==> config.mk <==
export PLATFORM = sky130hd
export DESIGN_NAME = time_set_ctrl_flat
export DESIGN_NICKNAME = d
export VERILOG_FILES = /design/src/rtl/clock_pkg.sv /design/src/rtl/time_set_ctrl_if.sv /design/src/rtl/wrap_counter.sv /design/src/rtl/time_set_ctrl.sv /design/src/flat_wrapper.sv
export SDC_FILE = /design/constraint.sdc
export NUM_CORES = 1
export LEC_CHECK = 0
export ABC_CLOCK_PERIOD_IN_PS = 6820
export CAP_MARGIN = 20
export CORE_MARGIN = 8
export CORE_UTILIZATION = 45
export DETAILED_ROUTE_END_ITERATION = 8
export DONT_BUFFER_PORTS = 1
export PLACE_DENSITY = 0.63
export SYNTH_ARGS = -nofsm -noshare
export SYNTH_HDL_FRONTEND = slang
export SYNTH_SLANG_ARGS = --single-unit
==> constraint.sdc <==
create_clock -name clk -period 6.82 [get_ports clk]
set_input_delay 1.705 -clock clk [delete_from_list [all_inputs] [get_ports clk]]
set_output_delay 1.705 -clock clk [all_outputs]
set_load 0.05 [all_outputs]
==> src/rtl/clock_pkg.sv <==
// Shared types and constants for the time-of-day controller: set-mode states,
// key bit positions, field limits and the 12-hour display mapping (HOUR12_EN).
package clock_pkg;

    typedef enum logic [1:0] {
        RUN   = 2'd0,
        SET_H = 2'd1,
        SET_M = 2'd2,
        SET_S = 2'd3
    } state_e;

    localparam int K_MODE = 0;
    localparam int K_INC  = 1;
    localparam int K_DEC  = 2;
    localparam int K_CLR  = 3;
    localparam int K_OK   = 4;

    localparam int HOUR_MAX = 23;
    localparam int MS_MAX   = 59;

    // Internal hour 0 shows as 12 AM; 13..23 fold down to 1..11 PM.
    function automatic logic [4:0] hour_to_12(input logic [4:0] h);
        logic [4:0] r;
        r = h;
        if (h == 5'd0) begin
            r = 5'd12;
        end else if (h > 5'd12) begin
            r = h - 5'd12;
        end
        return r;
    endfunction

    function automatic logic hour_is_pm(input logic [4:0] h);
        return (h >= 5'd12);
    endfunction

endpackage

==> src/rtl/time_set_ctrl_if.sv <==
// Tick/key inputs and time-field outputs of the time-of-day controller.
// The pm signal exists only when HOUR12_EN is defined.
interface time_set_ctrl_if;

    logic       tick_1hz;
    logic       tick_10s;
    logic [4:0] key;
    logic [4:0] hour;
    logic [5:0] minute;
    logic [5:0] second;
    logic [1:0] set_field;
    logic       day_carry;
`ifdef HOUR12_EN
    logic       pm;
`endif

    modport master (
        output tick_1hz, tick_10s, key,
`ifdef HOUR12_EN
        input  pm,
`endif
        input  hour, minute, second, set_field, day_carry
    );

    modport slave (
        input  tick_1hz, tick_10s, key,
`ifdef HOUR12_EN
        output pm,
`endif
        output hour, minute, second, set_field, day_carry
    );

endinterface

==> src/rtl/wrap_counter.sv <==
// Modulo-(MAX+1) field counter with inc/dec/clear; 1-cycle latency from command to value.
// No backpressure; wrap pulses combinationally when inc takes the value MAX->0.
module wrap_counter #(
    parameter int WIDTH = 6,
    parameter int MAX   = 59,
    parameter int INIT  = 0
) (
    input  logic             clk,
    input  logic             rst,
    input  logic             inc,
    input  logic             dec,
    input  logic             clr,
    output logic             wrap,
    output logic [WIDTH-1:0] value
);

    localparam logic [WIDTH-1:0] MAX_V  = WIDTH'(MAX);
    localparam logic [WIDTH-1:0] INIT_V = WIDTH'(INIT);

    logic [WIDTH-1:0] value_q;
    logic [WIDTH-1:0] value_d;

    always_comb begin
        value_d = value_q;
        wrap    = 1'b0;
        if (inc) begin
            if (value_q == MAX_V) begin
                value_d = '0;
                wrap    = 1'b1;
            end else begin
                value_d = value_q + 1'b1;
            end
        end else if (dec) begin
            value_d = (value_q == '0) ? MAX_V : value_q - 1'b1;
        end else if (clr) begin
            value_d = '0;
        end
    end

    always_ff @(posedge clk) begin
        if (rst) begin
            value_q <= INIT_V;
        end else begin
            value_q <= value_d;
        end
    end

    assign value = value_q;

endmodule

==> src/rtl/time_set_ctrl.sv <==
// hh:mm:ss keeper with key-driven set mode; every input event shows on outputs 1 cycle later.
// No backpressure: ticks and keys are single-cycle pulses. HOUR12_EN selects 12-hour display.
module time_set_ctrl
    import clock_pkg::*;
#(
    parameter int INIT_HOUR = 12,
    parameter int INIT_MIN  = 0,
    parameter int INIT_SEC  = 0
) (
    input  logic              clk,
    input  logic              rst,
    time_set_ctrl_if.slave    bus
);

    state_e state_q, state_d;
    logic   day_carry_q, day_carry_d;

    logic key_any;
    logic k_mode, k_ok, k_inc, k_dec, k_clr;
    logic in_run, in_h, in_m, in_s;

    logic       hour_inc, hour_dec, hour_clr, hour_wrap;
    logic       min_inc,  min_dec,  min_clr,  min_wrap;
    logic       sec_inc,  sec_dec,  sec_clr,  sec_wrap;
    logic [4:0] hour_q;
    logic [5:0] min_q;
    logic [5:0] sec_q;

    // Only the highest-priority key acts: mode > confirm > inc > dec > clear.
    assign key_any = |bus.key;
    assign k_mode  = bus.key[K_MODE];
    assign k_ok    = bus.key[K_OK]  & ~bus.key[K_MODE];
    assign k_inc   = bus.key[K_INC] & ~bus.key[K_MODE] & ~bus.key[K_OK];
    assign k_dec   = bus.key[K_DEC] & ~bus.key[K_MODE] & ~bus.key[K_OK] & ~bus.key[K_INC];
    assign k_clr   = bus.key[K_CLR] & ~bus.key[K_MODE] & ~bus.key[K_OK] & ~bus.key[K_INC]
                   & ~bus.key[K_DEC];

    assign in_run = (state_q == RUN);
    assign in_h   = (state_q == SET_H);
    assign in_m   = (state_q == SET_M);
    assign in_s   = (state_q == SET_S);

    always_comb begin
        state_d = state_q;
        case (state_q)
            RUN: begin
                if (k_mode) state_d = SET_H;
            end
            SET_H, SET_M, SET_S: begin
                if (k_mode) begin
                    case (state_q)
                        SET_H:   state_d = SET_M;
                        SET_M:   state_d = SET_S;
                        default: state_d = RUN;
                    endcase
                end else if (k_ok || (bus.tick_10s && !key_any)) begin
                    state_d = RUN;
                end
            end
            default: state_d = RUN;
        endcase
    end

    // Carries ripple only in RUN; edits never spill into the neighbouring field.
    always_comb begin
        sec_inc  = (in_run & bus.tick_1hz) | (in_s & k_inc);
        sec_dec  = in_s & k_dec;
        sec_clr  = in_s & k_clr;
        min_inc  = (in_run & sec_wrap) | (in_m & k_inc);
        min_dec  = in_m & k_dec;
        min_clr  = in_m & k_clr;
        hour_inc = (in_run & min_wrap) | (in_h & k_inc);
        hour_dec = in_h & k_dec;
        hour_clr = in_h & k_clr;
        day_carry_d = in_run & hour_wrap;
    end

    always_ff @(posedge clk) begin
        if (rst) begin
            state_q     <= RUN;
            day_carry_q <= 1'b0;
        end else begin
            state_q     <= state_d;
            day_carry_q <= day_carry_d;
        end
    end

    wrap_counter #(.WIDTH(6), .MAX(MS_MAX), .INIT(INIT_SEC)) u_sec (
        .clk   (clk),
        .rst   (rst),
        .inc   (sec_inc),
        .dec   (sec_dec),
        .clr   (sec_clr),
        .wrap  (sec_wrap),
        .value (sec_q)
    );

    wrap_counter #(.WIDTH(6), .MAX(MS_MAX), .INIT(INIT_MIN)) u_min (
        .clk   (clk),
        .rst   (rst),
        .inc   (min_inc),
        .dec   (min_dec),
        .clr   (min_clr),
        .wrap  (min_wrap),
        .value (min_q)
    );

    wrap_counter #(.WIDTH(5), .MAX(HOUR_MAX), .INIT(INIT_HOUR)) u_hour (
        .clk   (clk),
        .rst   (rst),
        .inc   (hour_inc),
        .dec   (hour_dec),
        .clr   (hour_clr),
        .wrap  (hour_wrap),
        .value (hour_q)
    );

    assign bus.minute    = min_q;
    assign bus.second    = sec_q;
    assign bus.set_field = state_q;
    assign bus.day_carry = day_carry_q;

`ifdef HOUR12_EN
    assign bus.hour = hour_to_12(hour_q);
    assign bus.pm   = hour_is_pm(hour_q);
`else
    assign bus.hour = hour_q;
`endif

endmodule

==> src/flat_wrapper.sv <==
// flat-port wrapper written by rule: the top's interface ports become plain ports
module time_set_ctrl_flat import clock_pkg::*;
#(
    parameter int INIT_HOUR = 12,
    parameter int INIT_MIN  = 0,
    parameter int INIT_SEC  = 0
)
  (clk, rst, bus_tick_1hz, bus_tick_10s, bus_key, bus_hour, bus_minute, bus_second, bus_set_field, bus_day_carry);
  time_set_ctrl_if bus_i ();
  input  logic clk;
  input  logic rst;
  input wire logic [$bits(bus_i.tick_1hz)-1:0] bus_tick_1hz;
  input wire logic [$bits(bus_i.tick_10s)-1:0] bus_tick_10s;
  input wire logic [$bits(bus_i.key)-1:0] bus_key;
  output wire logic [$bits(bus_i.hour)-1:0] bus_hour;
  output wire logic [$bits(bus_i.minute)-1:0] bus_minute;
  output wire logic [$bits(bus_i.second)-1:0] bus_second;
  output wire logic [$bits(bus_i.set_field)-1:0] bus_set_field;
  output wire logic [$bits(bus_i.day_carry)-1:0] bus_day_carry;
  assign bus_i.tick_1hz = bus_tick_1hz;
  assign bus_i.tick_10s = bus_tick_10s;
  assign bus_i.key = bus_key;
  assign bus_hour = bus_i.hour;
  assign bus_minute = bus_i.minute;
  assign bus_second = bus_i.second;
  assign bus_set_field = bus_i.set_field;
  assign bus_day_carry = bus_i.day_carry;
  time_set_ctrl #(.INIT_HOUR(INIT_HOUR), .INIT_MIN(INIT_MIN), .INIT_SEC(INIT_SEC)) u_core (.clk(clk), .rst(rst), .bus(bus_i));
endmodule
### After elaboration in Yosys (flattened, before gate mapping)

Index checks and enable logic that the tools add are counted.

* reductions and logical operators: 13
* equal/unequal tests: 8
* bitwise gates (word level): 30
* $add $sub $neg: 6
* multiplexer cells: 26

Operators with widths (count)
* 2-to-1 mux 6 bit: 10
* 2-to-1 mux 5 bit: 5
* AND 1 bit: 23
* adder 6 x 1 -> 6 bit, second input constant: 2
* == test 6 bit, second input constant: 2
* zero test 6 bit: 2
* subtractor 6 x 1 -> 6 bit, second input constant: 2
* nonzero test 3 bit: 3
* one-hot mux 2 bit (2 select lines): 2
* 2-to-1 mux 1 bit: 6
* 2-to-1 mux 2 bit: 3
* adder 5 x 1 -> 5 bit, second input constant: 1
* == test 5 bit, second input constant: 1
* zero test 5 bit: 1
* OR reduction 5 bit: 1
* subtractor 5 x 1 -> 5 bit, second input constant: 1
* == test 2 bit, second input constant: 2
* NOT 1 bit: 4
* inequality test 3 x 2 -> 1 bit, second input constant: 1
* OR 1 bit: 3
* OR reduction 3 bit: 1
* == test 2 x 1 -> 1 bit, second input constant: 1
* zero test 2 bit: 1
* inequality test 2 bit, second input constant: 1
* other kinds (4): 4

* bits of input ports: 9
* word-level logic and storage cells: 88
* bits in registers: 20

### Depth between registers and ports, before layout

* depth in word-level cells: 13
* mapped depth: 7
* mapped depth without buffers: 7

### Hierarchy

A second synthesis with hierarchy kept.

* cells, all modules: 237
* area, all modules: 1861.8 um^2

By module, submodules not included
* wrap_counter at u_core.u_min ...: cells an instance 73, instances 2, area an instance 570.5 um^2
* wrap_counter at u_core.u_hour: cells an instance 51, instances 1, area an instance 400.4 um^2
* time_set_ctrl: cells an instance 40, instances 1, area an instance 320.3 um^2

### Worst setup path after synthesis

Ideal clock, no wire load.

* kind: input-to-reg
* start: input bus_key[0]
* end: register u_core.u_hour.value_q[0] (netlist: u_core.u_hour.value[0])
* buffers on the path: 1
* setup slack: 3.447 ns
* cell stages on the path: 6
* arrival: 3.314 ns
* required time: 6.761 ns
* cells stage by stage: buf_6 nor4b_4 nand2_4 or4_4 a2111oi_4 a211o_1

* word-level cells in the longest chain between the ends: 12

Ends and longest elaborated chain
* start, declared: RTL line flat_wrapper.sv:14 `input wire logic [$bits(bus_i.key)-1:0] bus_key;`
* NOT 1 bit (*): RTL line time_set_ctrl.sv:33, time_set_ctrl.sv:34, time_set_ctrl.sv:35
* AND 1 bit (2 in a row): RTL line time_set_ctrl.sv:33 `assign k_inc = bus.key[K_INC] & ~bus.key[K_MODE] & ~bus.key[K_OK];`
* AND 1 bit: RTL line time_set_ctrl.sv:66 `sec_inc = (in_run & bus.tick_1hz) | (in_s & k_inc);`
* OR 1 bit: RTL line time_set_ctrl.sv:66
* 2-to-1 mux 1 bit: RTL line wrap_counter.sv:26 `if (inc) begin`
* AND 1 bit: RTL line time_set_ctrl.sv:69 `min_inc = (in_run & sec_wrap) | (in_m & k_inc);`
* OR 1 bit: RTL line time_set_ctrl.sv:69
* 2-to-1 mux 1 bit: RTL line wrap_counter.sv:26
* AND 1 bit: RTL line time_set_ctrl.sv:72 `hour_inc = (in_run & min_wrap) | (in_h & k_inc);`
* OR 1 bit: RTL line time_set_ctrl.sv:72
* nonzero test 3 bit (no line) or 2-to-1 mux 5 bit (tied branches)
* end signal, assigned: RTL line wrap_counter.sv:44 `value_q <= value_d;`
* end, declared: RTL line wrap_counter.sv:20 `logic [WIDTH-1:0] value_q;`

Every way passes the cells marked *; elsewhere a longest branch is shown, timed or not.
A chain may end at the register's enable or synchronous reset.

### Final worst setup path

* start: input bus_key[4]
* end: register u_core.u_hour.value_q[4] (netlist: u_core.u_hour.value[4])

* word-level cells in the longest chain between the ends: 11

Ends and longest elaborated chain (RTL line)
* NOT 1 bit (*): time_set_ctrl.sv:33, time_set_ctrl.sv:34, time_set_ctrl.sv:35
* AND 1 bit: time_set_ctrl.sv:33
* AND 1 bit: time_set_ctrl.sv:66
* OR 1 bit: time_set_ctrl.sv:66
* 2-to-1 mux 1 bit: wrap_counter.sv:26
* AND 1 bit: time_set_ctrl.sv:69
* OR 1 bit: time_set_ctrl.sv:69
* 2-to-1 mux 1 bit: wrap_counter.sv:26
* AND 1 bit: time_set_ctrl.sv:72
* OR 1 bit: time_set_ctrl.sv:72
* nonzero test 3 bit (no line) or 2-to-1 mux 5 bit (tied branches)

Marks and branches as above.

==> summary.md <==
The number of clock buffers added by TritonCTS is 3. Summing all flip-flop and latch instances after layout gives 400 sq um. The run gives 3.37 ns as the arrival time at the worst endpoint.

In this run the worst hold path is classified as reg -> reg. For this block, the initial DRC count from the detailed router was 161. After detailed routing, the met3 layer carries 283 um of wire. IR analysis of the VDD net gives a maximum drop of 0.0888 mV. The run gives 3.40 ns as the worst slack at placement. The clock passes through at most 2 buffers. The tools report the I/O pin count as 29.

After synthesis, the cell types taking the most area are sky130_fd_sc_hd__dfxtp_1, sky130_fd_sc_hd__ha_1, sky130_fd_sc_hd__nand2_1, sky130_fd_sc_hd__a21oi_1, sky130_fd_sc_hd__nor3_1. The number of global-route vias before repair came out at 1,588. 0 antenna diodes ended up in the layout. Entering global routing, the biggest net connects 23 pins.

After clock tree synthesis, the setup repair step added 0 buffers. TritonCTS built the clock tree. Once routing completed, OpenROAD measured the worst setup slack at 3.63 ns.

Across all layers, the routed design uses 1,742 vias. Setup repair after global routing left no endpoint under its margin. Of all cell types, the one taking the most synthesized area is sky130_fd_sc_hd__dfxtp_1.

The clock network fraction of total power came out at 35.4%. Clock tree synthesis selected as its root buffer the cell sky130_fd_sc_hd__clkbuf_8. The logs give 254 for the post-synthesis net count and 2250 um for the detailed-routed wire length on met2. Headroom to the max-slew limit came out at 44.0%.

Routability-driven placement finished with a final weighted congestion of 0.898. The share of synthesized area in the top cell type comes to 21.9%. The tools report the number of H-tree levels as 1. The fraction of layout cells with a size suffix above 1 came out at 8.44%.

The slowest stage of the critical path is the sky130_fd_sc_hd__o211ai_2 cell. First element of the critical path: bus_key[4]. After synthesis the netlist holds a flip-flop and latch count of 20.

The critical path contains buffers and inverters numbering 0 combined. After detailed routing, the wire length on met1 is 2070 um. The number of cells on the worst reg-to-reg path is 6. The tools report the initial antenna violation count as 0. The region available for standard cell placement spans 3940 sq um.

The count of cells resized by post-cts repair is 0, and the worst clock skew is 0.00141 ns. The run gives 3570 um as the sum of net half-perimeters after detailed placement. The worst reg-to-reg setup slack was 3.91 ns. The tools report the post-synthesis cell count as 231. The power per unit of standard cell area is 179 nW/um^2, and the overall die height is 79.7 um.

The clock latency on the worst-skew pair is 0.26 ns, and the area of the multi-input gates is 1320 sq um. The internal power of the cells totals 0.000229 W. The total global routing overflow was 0; the remaining antenna violation count after routing was 0. Excluding fillers, the count of instances in the completed layout stands at 275. Proportion of synthesized flip-flops having asynchronous set or reset: 0%.

The setup path with the least slack is of type in -> reg. In the routed layout, each cell is associated on average with a via count of 6.33. The kind of start point of the critical path is an input port.

The area growth from synthesis to layout is 4.73%. The number of slew-limit violations in the final report was 0. Row generation in the floorplan step produced 23 rows.

Hold repair after CTS inserted 0 buffers. The routed design could run at a clock period as short as 3.19 ns. Measured along the x axis, the die boundary spans 79.7 um. Global routing used 14.9% of the available tracks.

The tool flagged a number of max-cap violations equal to 0. Fill cells in the final layout number 376. Measured on the finished design, the core utilization comes to 48.5%. The average routed wire per standard cell works out to 17.0 um. The beginning of the worst register-to-register path is u_core.bus.set_field[1]$_SDFFE_PP0P_.

The library cells used most frequently in the layout, excluding fill and tap cells, are sky130_fd_sc_hd__nand2_1, sky130_fd_sc_hd__dfxtp_1, sky130_fd_sc_hd__inv_1, sky130_fd_sc_hd__nor2_1, sky130_fd_sc_hd__ha_1. For this block, the routed nets add up to 4680 um of wire. Setup violations remaining at the end of the flow were counted as 0. In this run the worst setup path terminates at u_core.u_hour.value[4]$_SDFFE_PP0P_.

Kind of cell adding the most delay to the critical path: compound AO/OA/AOI/OAI gates. Clock tree synthesis found a total of 20 sinks. Adding up every negative setup slack in the final design gives 0 ns.

The overall die area was 6350 sq um; the switching power summed over all nets was 0.000113 W. The Yosys step of the flow raised 0 warnings. The first global-routing pass estimated 7810 um of wire. Clock-pin slew was measured on the worst setup and hold paths at 0.08 ns.

After synthesis, flip-flops and latches occupy 21.9% of the total area. The run finished with clean final reports. The total iterations of the first detailed-routing run was 4; the number of logic stages on the critical path including buffering was 5. The topmost layer with routed signal wires is met4.

The number of synthesized flops with an enable pin came out at 0. In this run switching power makes up 33.0% of total power. After synthesis, the mean cell area works out to 7.90 sq um. The residual DRC count was 0. Static timing analysis puts the maximum clock frequency at 0.314 GHz. The largest fanout on the critical path works out to 13. The port buffer count was 0; the post-route clock period utilization was 46.8%. Once the floorplan was initialized, standard cells occupied 46.3% of the core. For this run, the post-layout net count is 249. The final count of hold timing violations is 0, and the placed cell count is 271. For the count of distinct cell types in the synthesized netlist, the log shows 58.

The slew at the pin closest to its max-slew limit was 0.839 ns; the delay of the slowest cell on the worst path was 0.60 ns. The combinational power share is 19.7%. The signal on the critical path passes through and4bb_2, o2111ai_2, o211ai_2, and3b_2, a211oi_1.

The prevailing post-synth register cell was sky130_fd_sc_hd__dfxtp_1. For the worst setup path, the data required time is 7.00 ns. The worst reg2reg path endpoint was u_core.u_hour.value[4]$_SDFFE_PP0P_. After synthesis the cells add up to 1820 sq um. The run gives 44.9% as the part of the total power dissipated in sequential elements.

The tools report the element type at the critical path end as a register. Summed over all cells, the static leakage comes to 0.674 nW.
[cell usage after synthesis, drive strengths merged (3+ instances only)]
library cell / count
dfxtp: 20
or2: 4
o21ai: 12
a221oi: 3
inv: 15
o211ai: 3
buf: 3
nor3b: 6
nor4b: 3
mux2i: 3
nand4: 3
nand2: 21
a211o: 3
nand3: 11
a31oi: 6
o2111ai: 3
a211oi: 6
clkbuf: 7
a21oi: 13
nor3: 12
ha: 14
nor2b: 4
nor2: 15
and3: 4
[worst register-to-register path: stages, from the launching register on]
cell,delay [ns]
sky130_fd_sc_hd__dfxtp_1,0.75
sky130_fd_sc_hd__ha_1,0.42
sky130_fd_sc_hd__and4bb_2,0.31
sky130_fd_sc_hd__o2111ai_2,0.29
sky130_fd_sc_hd__o211ai_2,0.60
sky130_fd_sc_hd__and3b_2,0.28
sky130_fd_sc_hd__a211oi_1,0.19
[power groups by stage]
stage	Clock [W]	Sequential [W]	Combinational, W
final	0.000121	0.000154	0.0000674
after global routing	0.000128	0.000156	0.0000769
after CTS	0.000124	0.000154	0.0000674
after detailed placement	0	0.000157	0.0000670
after global placement	0	0.000157	0.0000670
after floorplan	0	0.000151	0.0000602
[final cells by class]
cell class                 count  area share [%]
multi-input combinational    186            69.1
clock buffer                   3            2.16
inverter                      15            2.95
clock inverter                 1            1.57
sequential                    20            21.0
tap                           50            3.27
[layer usage]
metal,track usage [%],vias up
li1,-,865
met1,18.4,809
met2,25.2,59
met3,3.38,9
met4,4.07,0
met5,0,-
[through the flow]
stage / power, W / hold slack, ns / cell area (sq um)
2_1_floorplan: 0.000212 / 0.721 / 1820
3_3_place_gp: 0.000224 / 0.768 / 1840
3_5_place_dp: 0.000224 / 0.772 / 1840
4_1_cts: 0.000346 / 0.782 / 1910
5_1_grt: 0.000360 / 0.848 / 1910
6_report: 0.000342 / 0.774 / 1910
[flip-flops by register name (all words and copies together) (netlist names)]
register / flops
u_core.bus.set_field: 2
u_core.u_hour.value: 5
u_core.u_sec.value: 6
u_core.u_min.value: 6
u_core.bus.day_carry: 1
[how the worst min path moves through the flow]
stage	start	endpoint	slack [ns]	cells after the start
2_1_floorplan	u_core.u_min.value[1]$_SDFFE_PP0P_	u_core.u_min.value[1]$_SDFFE_PP0P_	0.72	2
3_3_place_gp	u_core.u_min.value[1]$_SDFFE_PP0P_	u_core.u_min.value[1]$_SDFFE_PP0P_	0.77	2
3_5_place_dp	u_core.u_min.value[1]$_SDFFE_PP0P_	u_core.u_min.value[1]$_SDFFE_PP0P_	0.77	2
4_1_cts	u_core.u_min.value[1]$_SDFFE_PP0P_	u_core.u_min.value[1]$_SDFFE_PP0P_	0.78	2
5_1_grt	u_core.u_min.value[1]$_SDFFE_PP0P_	u_core.u_min.value[1]$_SDFFE_PP0P_	0.85	2
6_report	u_core.u_min.value[1]$_SDFFE_PP0P_	u_core.u_min.value[1]$_SDFFE_PP0P_	0.77	2
[cells by family (layout without fill, tap and decap cells)]
| kind of cell | count (synthesis) | in the layout | share of synthesized area [%] |
|---|---|---|---|
| AOI/OAI and AO/OA | 68 | 68 | 27.6 |
| and+or+nand+nor | 100 | 100 | 33.1 |
| muxes | 3 | 3 | 1.65 |
| buffers and inverters | 25 | 19 | 5.69 |
| DFF | 20 | 20 | 21.9 |
| adders and majority gates | 14 | 14 | 9.60 |
| xor gates and xnor gates | 1 | 1 | 0.480 |
Note: power is estimated with default switching activity, not from simulation.
